### config.mk
export PLATFORM = sky130hd
export DESIGN_NAME = fetch_queue
export DESIGN_NICKNAME = d
export VERILOG_FILES = /design/src/rtl/fetch_pkg.sv /design/src/rtl/fetch_fifo.sv /design/src/rtl/fetch_queue.sv
export SDC_FILE = /design/constraint.sdc
export NUM_CORES = 1
export LEC_CHECK = 0
export CORE_ASPECT_RATIO = 1.4
export CORE_MARGIN = 3
export CORE_UTILIZATION = 49
export CTS_CLUSTER_DIAMETER = 50
export DETAILED_ROUTE_END_ITERATION = 12
export HOLD_SLACK_MARGIN = 0.08
export PLACE_DENSITY = 0.76
export SYNTH_ARGS = -nofsm -noshare
export SYNTH_HDL_FRONTEND = slang
export SYNTH_SLANG_ARGS = --single-unit
export TNS_END_PERCENT = 30
### constraint.sdc
create_clock -name clk_i -period 2.97 [get_ports clk_i]
set_clock_uncertainty 0.2 [all_clocks]
set_input_delay 0.594 -clock clk_i [delete_from_list [all_inputs] [get_ports clk_i]]
set_output_delay 0.594 -clock clk_i [all_outputs]
set_load 0.02 [all_outputs]
### src/rtl/fetch_pkg.sv
// Shared fetch-stage types, opcodes and immediate decoders.
// Latency: n/a (constants and pure functions only).
// Backpressure: n/a.
package fetch_pkg;

    localparam int ILEN  = 32;
    localparam int IMM_W = 64;

    localparam logic [6:0] OPC_BRANCH = 7'b1100011;
    localparam logic [6:0] OPC_JAL    = 7'b1101111;

    // B-type immediate, sign-extended to IMM_W; callers cast down to XLEN.
    function automatic logic [IMM_W-1:0] imm_b(input logic [ILEN-1:0] instr);
        return {{51{instr[31]}}, instr[31], instr[7], instr[30:25], instr[11:8], 1'b0};
    endfunction

    // J-type immediate, sign-extended to IMM_W; callers cast down to XLEN.
    function automatic logic [IMM_W-1:0] imm_j(input logic [ILEN-1:0] instr);
        return {{43{instr[31]}}, instr[31], instr[19:12], instr[20], instr[30:21], 1'b0};
    endfunction

endpackage

### src/rtl/fetch_fifo.sv
// Generic DEPTH-entry circular queue with flush; head is read combinationally.
// Latency: a pushed entry is visible at the head one edge later.
// Backpressure: push ignored when full unless a pop frees a slot the same cycle; flush wins.
module fetch_fifo #(
    parameter int W     = 8,
    parameter int DEPTH = 4,
    localparam int AW   = $clog2(DEPTH),
    localparam int CW   = $clog2(DEPTH + 1)
) (
    input  logic          core_clk,
    input  logic          arst_n,
    input  logic          push_vld,
    input  logic [W-1:0]  push_dat,
    input  logic          pop_rdy,
    input  logic          flush,
    output logic          head_vld,
    output logic [W-1:0]  head_dat,
    output logic [CW-1:0] count
);

    logic [W-1:0]  mem [DEPTH];
    logic [AW-1:0] wr_ptr;
    logic [AW-1:0] rd_ptr;
    logic [CW-1:0] cnt_q;
    logic          do_push;
    logic          do_pop;

    assign do_pop  = pop_rdy && (cnt_q != '0) && !flush;
    assign do_push = push_vld && !flush && ((cnt_q != CW'(DEPTH)) || do_pop);

    // Storage needs no reset: entries are only observed while counted.
    always_ff @(posedge core_clk) begin
        if (do_push) begin
            mem[wr_ptr] <= push_dat;
        end
    end

    // Pointers wrap naturally because DEPTH is a power of two.
    always_ff @(posedge core_clk or negedge arst_n) begin
        if (!arst_n) begin
            wr_ptr <= '0;
            rd_ptr <= '0;
            cnt_q  <= '0;
        end else if (flush) begin
            wr_ptr <= '0;
            rd_ptr <= '0;
            cnt_q  <= '0;
        end else begin
            if (do_push) begin
                wr_ptr <= wr_ptr + AW'(1);
            end
            if (do_pop) begin
                rd_ptr <= rd_ptr + AW'(1);
            end
            if (do_push && !do_pop) begin
                cnt_q <= cnt_q + CW'(1);
            end else if (!do_push && do_pop) begin
                cnt_q <= cnt_q - CW'(1);
            end
        end
    end

    assign head_vld = (cnt_q != '0);
    assign head_dat = mem[rd_ptr];
    assign count    = cnt_q;

endmodule

### src/rtl/fetch_queue.sv
// Instruction fetch: PC generator feeding a DEPTH-entry queue; IFQ_PREDICT_EN enables static prediction.
// Latency: fetched word reaches an empty queue's head one edge later; redirect target valid two edges after.
// Backpressure: decode valid/ready; full queue with no pop stalls fetch and holds imem_addr_o.
module fetch_queue
    import fetch_pkg::*;
#(
    parameter int               XLEN     = 32,
    parameter int               DEPTH    = 4,
    parameter logic [XLEN-1:0]  RESET_PC = '0
) (
    input  logic                       clk_i,
    input  logic                       rst_i,
    input  logic                       start_i,
    output logic [XLEN-1:0]            imem_addr_o,
    input  logic [ILEN-1:0]            imem_instr_i,
    input  logic                       redirect_i,
    input  logic [XLEN-1:0]            redirect_pc_i,
    output logic                       valid_o,
    input  logic                       ready_i,
    output logic [XLEN-1:0]            pc_o,
    output logic [ILEN-1:0]            instr_o,
    output logic                       pred_taken_o,
    output logic [$clog2(DEPTH+1)-1:0] count_o
);

    localparam int CW = $clog2(DEPTH + 1);

    typedef struct packed {
        logic [XLEN-1:0] pc;
        logic [ILEN-1:0] instr;
        logic            pred;
    } ifq_entry_t;

    logic [XLEN-1:0] fetch_pc;
    logic [XLEN-1:0] next_pc;
    logic            pred;
    logic            push;
    logic            pop;
    logic            full;
    ifq_entry_t      push_entry;
    ifq_entry_t      head_entry;
    logic [1:0]      unused_rpc_lo;

    assign unused_rpc_lo = redirect_pc_i[1:0];

    assign full = (count_o == CW'(DEPTH));
    assign pop  = valid_o && ready_i;
    assign push = start_i && !redirect_i && (!full || pop);

    // Next fetch address: sequential, or a statically predicted target.
    always_comb begin
        next_pc = fetch_pc + XLEN'(4);
        pred    = 1'b0;
`ifdef IFQ_PREDICT_EN
        if (imem_instr_i[6:0] == OPC_BRANCH && imem_instr_i[31]) begin
            next_pc = fetch_pc + XLEN'(imm_b(imem_instr_i));
            pred    = 1'b1;
        end else if (imem_instr_i[6:0] == OPC_JAL) begin
            next_pc = fetch_pc + XLEN'(imm_j(imem_instr_i));
            pred    = 1'b1;
        end
`endif
    end

    // Fetch PC: redirect overrides, otherwise advance only when a word is accepted.
    always_ff @(posedge clk_i or negedge rst_i) begin
        if (!rst_i) begin
            fetch_pc <= RESET_PC;
        end else if (redirect_i) begin
            fetch_pc <= {redirect_pc_i[XLEN-1:2], 2'b00};
        end else if (push) begin
            fetch_pc <= next_pc;
        end
    end

    assign push_entry = '{pc: fetch_pc, instr: imem_instr_i, pred: pred};

    fetch_fifo #(
        .W     ($bits(ifq_entry_t)),
        .DEPTH (DEPTH)
    ) u_fifo (
        .core_clk (clk_i),
        .arst_n   (rst_i),
        .push_vld (push),
        .push_dat (push_entry),
        .pop_rdy  (pop),
        .flush    (redirect_i),
        .head_vld (valid_o),
        .head_dat (head_entry),
        .count    (count_o)
    );

    assign imem_addr_o = fetch_pc;
    assign pc_o        = head_entry.pc;
    assign instr_o     = head_entry.instr;

`ifdef IFQ_PREDICT_EN
    assign pred_taken_o = valid_o && head_entry.pred;
`else
    logic unused_head_pred;
    assign unused_head_pred = head_entry.pred;
    assign pred_taken_o     = 1'b0;
`endif

endmodule

==> flow_summary.json, run 1 <==
{
  "diodes": 0,
  "clkLatencyLatePin_ns": 0.51,
  "setup_violations": 0,
  "clkSinkCount": 285,
  "worstPathMaxFanout": 10,
  "grt_pass1_vias": 6471,
  "timing.rr.start": "u_fifo.count[0]",
  "final_max_slew_viol_count": 0,
  "power_frac_clock_pct": 32.2,
  "min-delay-start": "u_fifo.wr_ptr[1]",
  "nNetsFinal": 847,
  "die_h_microns": 185,
  "endpoint_kind": "output pin",
  "max-vdd-ir-drop_uv": 427,
  "yosys_most_used_dff": "edfxtp_1",
  "synth_area_leaders": "edfxtp_1 67%, mux4_2 13%, dfrtp_1 8.3%, or4_1 1.1%, o31ai_1 0.94%",
  "power.switching_mw": 2.75,
  "reg2reg_slack_ns": 0.32,
  "rows": 64,
  "final_antenna_net_count": 0,
  "place_hpwl_microns": 14600,
  "place_congestion": 0.819,
  "yosysTopAreaCell": "edfxtp_1",
  "total_power_mw": 10.5,
  "fmax_mhz": 342,
  "drc": 0,
  "clockBufferDepth": 3,
  "post-route-period-util_pct": 98.3,
  "r2r_cells": 7,
  "num_vias": 6125,
  "setup.worst_path.start_class": "register",
  "hold_path_class": "reg -> reg",
  "first_pass_iters": 5,
  "relSlewSlack_pct": 34.0,
  "drt_iter0_drc": 360,
  "status": "complete, no violations",
  "min_period_ns": 2.92,
  "grt.overflow.total": 0,
  "die_area_sq_um": 24700,
  "combPwrFrac_pct": 22.5,
  "yosys.area.top_type_share_pct": 66.7,
  "setup_ws_ns": 0.0501,
  "path_class": "reg -> out",
  "syn_avg_cell_area_sq_um": 19.3,
  "yosysUniqueCellTypes": 46,
  "wirelength_microns": 23400,
  "synth.cell_area_sq_um": 11200,
  "die_w_microns": 134,
  "clkTransAtPathRegs_ns": 0.06,
  "synth-seq-area-share_pct": 75.0,
  "hold_violations": 0,
  "arrival_ns": 2.13,
  "ys_seq_elements": 285,
  "grt_first_pass_wirelength_microns": 35900,
  "whs_endpoint": "u_fifo.wr_ptr[1]",
  "routedWlPerCell_microns": 21.5,
  "netSwitchingFraction_pct": 26.1,
  "ioPinCount": 170,
  "viasPerCell": 5.62,
  "antenna_found_initial": 0,
  "r2r_end": "u_fifo.count[2]",
  "grtUsageTotal_pct": 18.7,
  "required_ns": 2.18,
  "internal_power_mw": 7.79,
  "area_delta_synth_final_pct": 27.7,
  "syn-instance-count": 578,
  "powerDensity_nw_per_um2": 739,
  "pre_cts_ws_ns": -0.198,
  "initial_core_util_pct": 50.5,
  "holdPathStages": 2,
  "maxCapViolations": 0,
  "grt_max_degree": 63,
  "cts_tree": "done",
  "p_leak_nw": 4.75,
  "drive_gt1_share_pct": 18.6,
  "htree_levels": 1,
  "tightest_slew_ns": 0.990,
  "holdWs_ns": 0.391,
  "synth_async_sr_flop_share_pct": 13.0,
  "cts_root_buf": "clkbuf_16",
  "portBuffers": 162,
  "fp.coreArea_sq_um": 22100,
  "synth_warnings": 0,
  "cts_made_buffers": 26,
  "seqPwrFrac_pct": 45.3,
  "synth_edf_count": 248
}
-- power groups by stage --
stage	clock [mW]	sequential [mW]	combinational, mW
after floorplan	0	4.85	1.30
after global placement	0	4.84	2.37
after detailed placement	0	4.87	2.40
after CTS	3.46	4.78	2.22
after global routing	3.61	4.80	2.53
final	3.39	4.77	2.38
-- placed cells by master, fill, tap and decap left out, types with 6 or more instances in the layout --
master           count
a31oi_1             15
buf_4               19
clkbuf_16           30
clkdlybuf4s15_1     22
clkdlybuf4s50_1     99
clkinv_2             6
dfrtp_1             35
dlygate4sd2_1       38
edfxtp_1           248
inv_1                8
mux4_2              62
nand2_1             26
nand3_1             13
nor2_1              21
o21ai_0             13
o31ai_1             14
or3_1                6
or4_1               16
xnor2_1             11
-- registers in the layout (all words and copies together), names as in the netlist --
signal,count
u_fifo.mem,248
u_fifo.count,3
u_fifo.wr_ptr,2
imem_addr_o,30
u_fifo.rd_ptr,2
-- cell usage after synthesis (all sizes together) (8+ instances only) --
| master | count |
|---|---|
| a31oi | 15 |
| buf | 13 |
| clkbuf | 19 |
| dfrtp | 37 |
| edfxtp | 248 |
| inv | 8 |
| mux4 | 62 |
| nand2 | 26 |
| nand3 | 13 |
| nor2 | 21 |
| o21ai | 14 |
| o31ai | 14 |
| or4 | 17 |
| xnor2 | 11 |
-- metrics by stage --
step	cells	util (%)	TNS, ns	cell area, sq um
final	1089	64.5	0	14300
after detailed placement	1032	60.0	-13.74	13300
after global routing	1089	64.5	-0.000264	14300
after global placement	1032	60.0	-2.80	13300
after CTS	1081	63.8	-0.00210	14100
after floorplan	582	-	-26.84	11200
-- worst max path at each step --
stage               slack (ns)              from                to
CTS                     -0.002  u_fifo.rd_ptr[0]       instr_o[19]
finish                    0.05  u_fifo.rd_ptr[0]          pc_o[13]
floorplan                -0.22           ready_i  u_fifo.mem[2][0]
global route           -0.0003  u_fifo.rd_ptr[0]          pc_o[13]
detailed placement       -0.20           ready_i   u_fifo.count[2]
global placement         -0.13           ready_i   u_fifo.count[2]
-- critical path, stage by stage (launching register included) --
cell and delay (ns):
dfrtp_4 0.43, buf_12 0.15, clkbuf_16 0.18, mux4_2 0.48, dlygate4sd2_1 0.36
-- cells by family after synthesis --
| kind of cell | after synthesis | synth area share, % |
|---|---|---|
| buf+inv | 40 | 1.65 |
| fa+ha+maj | 6 | 0.740 |
| other cells | 1 | 0.0336 |
| simple gates | 115 | 5.71 |
| compound gates | 53 | 3.06 |
| mux | 64 | 12.7 |
| xor+xnor | 14 | 1.10 |
| flops | 285 | 75.0 |
-- cell type report --
class	count	area [sq um]
Inverter	8	30.0
Multi-Input combinational cell	257	2640
Clock inverter	18	204
Clock buffer	30	687
Tap cell	297	372
Sequential cell	285	8380
Timing Repair Buffer	194	1950
Fill cell	1519	7840
-- routing by layer --
layer / routed length [microns] / up-vias / global-route usage [%]
met1: 9410 / 3148 / 23.4
met5: 0 / - / 0
met2: 12400 / 191 / 34.1
met4: 677 / 0 / 6.50
li1: - / 2747 / -
met3: 927 / 39 / 2.08
-- timing repair --
action | CTS | global route
gates resized for setup | 67 | 23
hold buffers | 1 | 0
hold endpoints to repair | 37 | 0
endpoints found under the setup margin | 62 | 48
setup buffers | 0 | 3
cloned | 0 | 5
Power figures use the tool's default switching activity.
==> run 2: changes to the inputs <==
- SKIP_LAST_GASP: default -> 1
==> run 2 against run 1 <==
Net effect: the run now ends with setup timing left; worst hold slack lost 0.00095 ns; die area is the same; non-clock buffer count shrank 1; via count shrank 1.2%; worst setup slack lost 0.21 ns; clock power is essentially flat; count of clock-buffer cells in the layout is the same; critical endpoint is now pc_o[14].
==> flow_summary.json, run 2 (synthesized netlist as in run 1, its figures left out) <==
{
  "placedCellCount": 1032,
  "clkTransAtPathRegs_ns": 0.06,
  "rsz0062_at_grt": "true",
  "total_power_mw": 10.5,
  "crit_family": "buffers and inverters",
  "path_class": "reg -> out",
  "diodes": 0,
  "clockBufferDepth": 3,
  "cp_num_buf_inv": 2,
  "max-vdd-ir-drop_uv": 438,
  "drive_gt1_share_pct": 18.2,
  "post-route-period-util_pct": 105,
  "htree_levels": 1,
  "endpoint_kind": "output pin",
  "cp_cell_sequence": "buf_12, mux4_2, clkdlybuf4s50_1",
  "drt_iter0_drc": 348,
  "grt_pass1_vias": 6474,
  "startpoint": "u_fifo.rd_ptr[0]",
  "die_w_microns": 134,
  "cts_made_buffers": 26,
  "pre_cts_ws_ns": -0.198,
  "cts_tree": "done",
  "multiInputGateArea_sq_um": 2640,
  "hold_path_class": "reg -> reg",
  "place_hpwl_microns": 14600,
  "seqPwrFrac_pct": 45.3,
  "ff_latch_area_sq_um": 8380,
  "rows": 64,
  "stdcell_count": 1088,
  "setup.worst_path.start_class": "register",
  "antenna_found_initial": 0,
  "internal_power_mw": 7.83,
  "min_period_ns": 3.13,
  "p_leak_nw": 4.84,
  "routedWlPerCell_microns": 21.1,
  "hold_violations": 0,
  "initial_core_util_pct": 50.5,
  "cts_root_buf": "clkbuf_16",
  "netSwitchingFraction_pct": 25.8,
  "arrival_ns": 2.34,
  "combPwrFrac_pct": 22.5,
  "final_max_slew_viol_count": 0,
  "die_area_sq_um": 24700,
  "ioPinCount": 170,
  "place_congestion": 0.819,
  "tightest_slew_ns": 0.986,
  "violations": "setup timing",
  "area_delta_synth_final_pct": 27.9,
  "clkSinkCount": 285,
  "n_fill_cell": 1514,
  "clkLatencyLatePin_ns": 0.52,
  "grtUsageTotal_pct": 18.7,
  "first_pass_iters": 5,
  "crit_path_max_incr_delay_ns": 0.58,
  "wirelength_microns": 23000,
  "maxCapViolations": 0,
  "powerDensity_nw_per_um2": 739,
  "final_common_cell": "edfxtp_1",
  "status": "finished with violations",
  "cp_slowest_cell": "clkdlybuf4s50_1",
  "viasPerCell": 5.56,
  "grt_max_degree": 63,
  "final_antenna_net_count": 0,
  "largest-register": "u_fifo.mem",
  "die_h_microns": 185,
  "largest_reg_flops": 248,
  "drc": 0,
  "min-delay-start": "u_fifo.wr_ptr[1]",
  "worstPathMaxFanout": 20,
  "nNetsFinal": 846,
  "power.switching_mw": 2.72,
  "required_ns": 2.18,
  "layout_common_cells": "248 x edfxtp_1, 129 x clkdlybuf4s50_1, 62 x mux4_2, 35 x dfrtp_1, 28 x clkbuf_16",
  "power_frac_clock_pct": 32.2,
  "fmax_mhz": 319,
  "num_vias": 6051,
  "portBuffers": 162,
  "grt.overflow.total": 0,
  "setup_violations": 35,
  "fp.coreArea_sq_um": 22100,
  "setup_ws_ns": -0.160,
  "grt_first_pass_wirelength_microns": 35900,
  "timing.rr.start": "u_fifo.count[0]",
  "relSlewSlack_pct": 34.3
}
[run 2: final cells by class]
class                           instances  share of cell area [%]
Timing Repair Buffer                  193                    13.8
Tap cell                              297                    2.60
Clock buffer                           30                    4.81
Multi-Input combinational cell        257                    18.5
Clock inverter                         18                    1.43
Sequential cell                       285                    58.7
Inverter                                8                   0.210
[run 2: per-layer routing]
layer  vias to the layer above  track usage (%)  routed length, microns  share of wire (%)
met3                        41             2.10                     901                3.9
met5                         -                0                       0                  0
met1                      3081             23.4                    9230                 40
met4                         0             6.50                     677                2.9
li1                       2743                -                       -                  -
met2                       186             34.1                   12200                 53
[run 2: through the flow]
step	area (sq um)	TNS, ns	utilization [%]	hold WS (ns)
6_report	14300	-4.10	64.6	0.390
5_1_grt	14300	-7.05	64.6	0.421
4_1_cts	14200	-8.75	64.0	0.398
3_5_place_dp	13300	-13.74	60.0	0.389
3_3_place_gp	13300	-2.80	60.0	0.352
2_1_floorplan	11200	-26.84	-	0.0984
[run 2: path summary, 6_finish.rpt]
kind                       depth (start not counted)  slack [ns]          endpoint
max                                                3       -0.16          pc_o[14]
min                                                2        0.39  u_fifo.wr_ptr[1]
max reg2reg                                        7        0.31   u_fifo.count[2]
min reg2reg                                        2        0.39  u_fifo.wr_ptr[1]
max in group asynchronous                          2        1.40  u_fifo.rd_ptr[0]
min in group asynchronous                          2        0.52   imem_addr_o[10]
[run 2: power groups by stage]
| stage | clock [mW] | combinational (mW) | sequential (mW) |
|---|---|---|---|
| floorplan | 0 | 1.30 | 4.85 |
| global placement | 0 | 2.37 | 4.84 |
| detailed placement | 0 | 2.40 | 4.87 |
| CTS | 3.46 | 2.36 | 4.78 |
| global route | 3.62 | 2.53 | 4.80 |
| finish | 3.40 | 2.37 | 4.78 |
[run 2: worst reg2reg max path, cell delays in order (launching register included)]
cell     delay (ns)
dfrtp_1        0.46
or4b_1         0.58
nand2_1        0.11
nor2_1         0.06
and2_1         0.18
fa_1           0.39
o22ai_1        0.20
mux2_1         0.35
[run 2: what timing repair did]
action,4_1_cts,5_1_grt
gates resized for setup,15,18
hold buffers,1,0
cloned,0,1
endpoints found under the setup margin,62,62
setup buffers,0,6
hold endpoints to repair,37,0
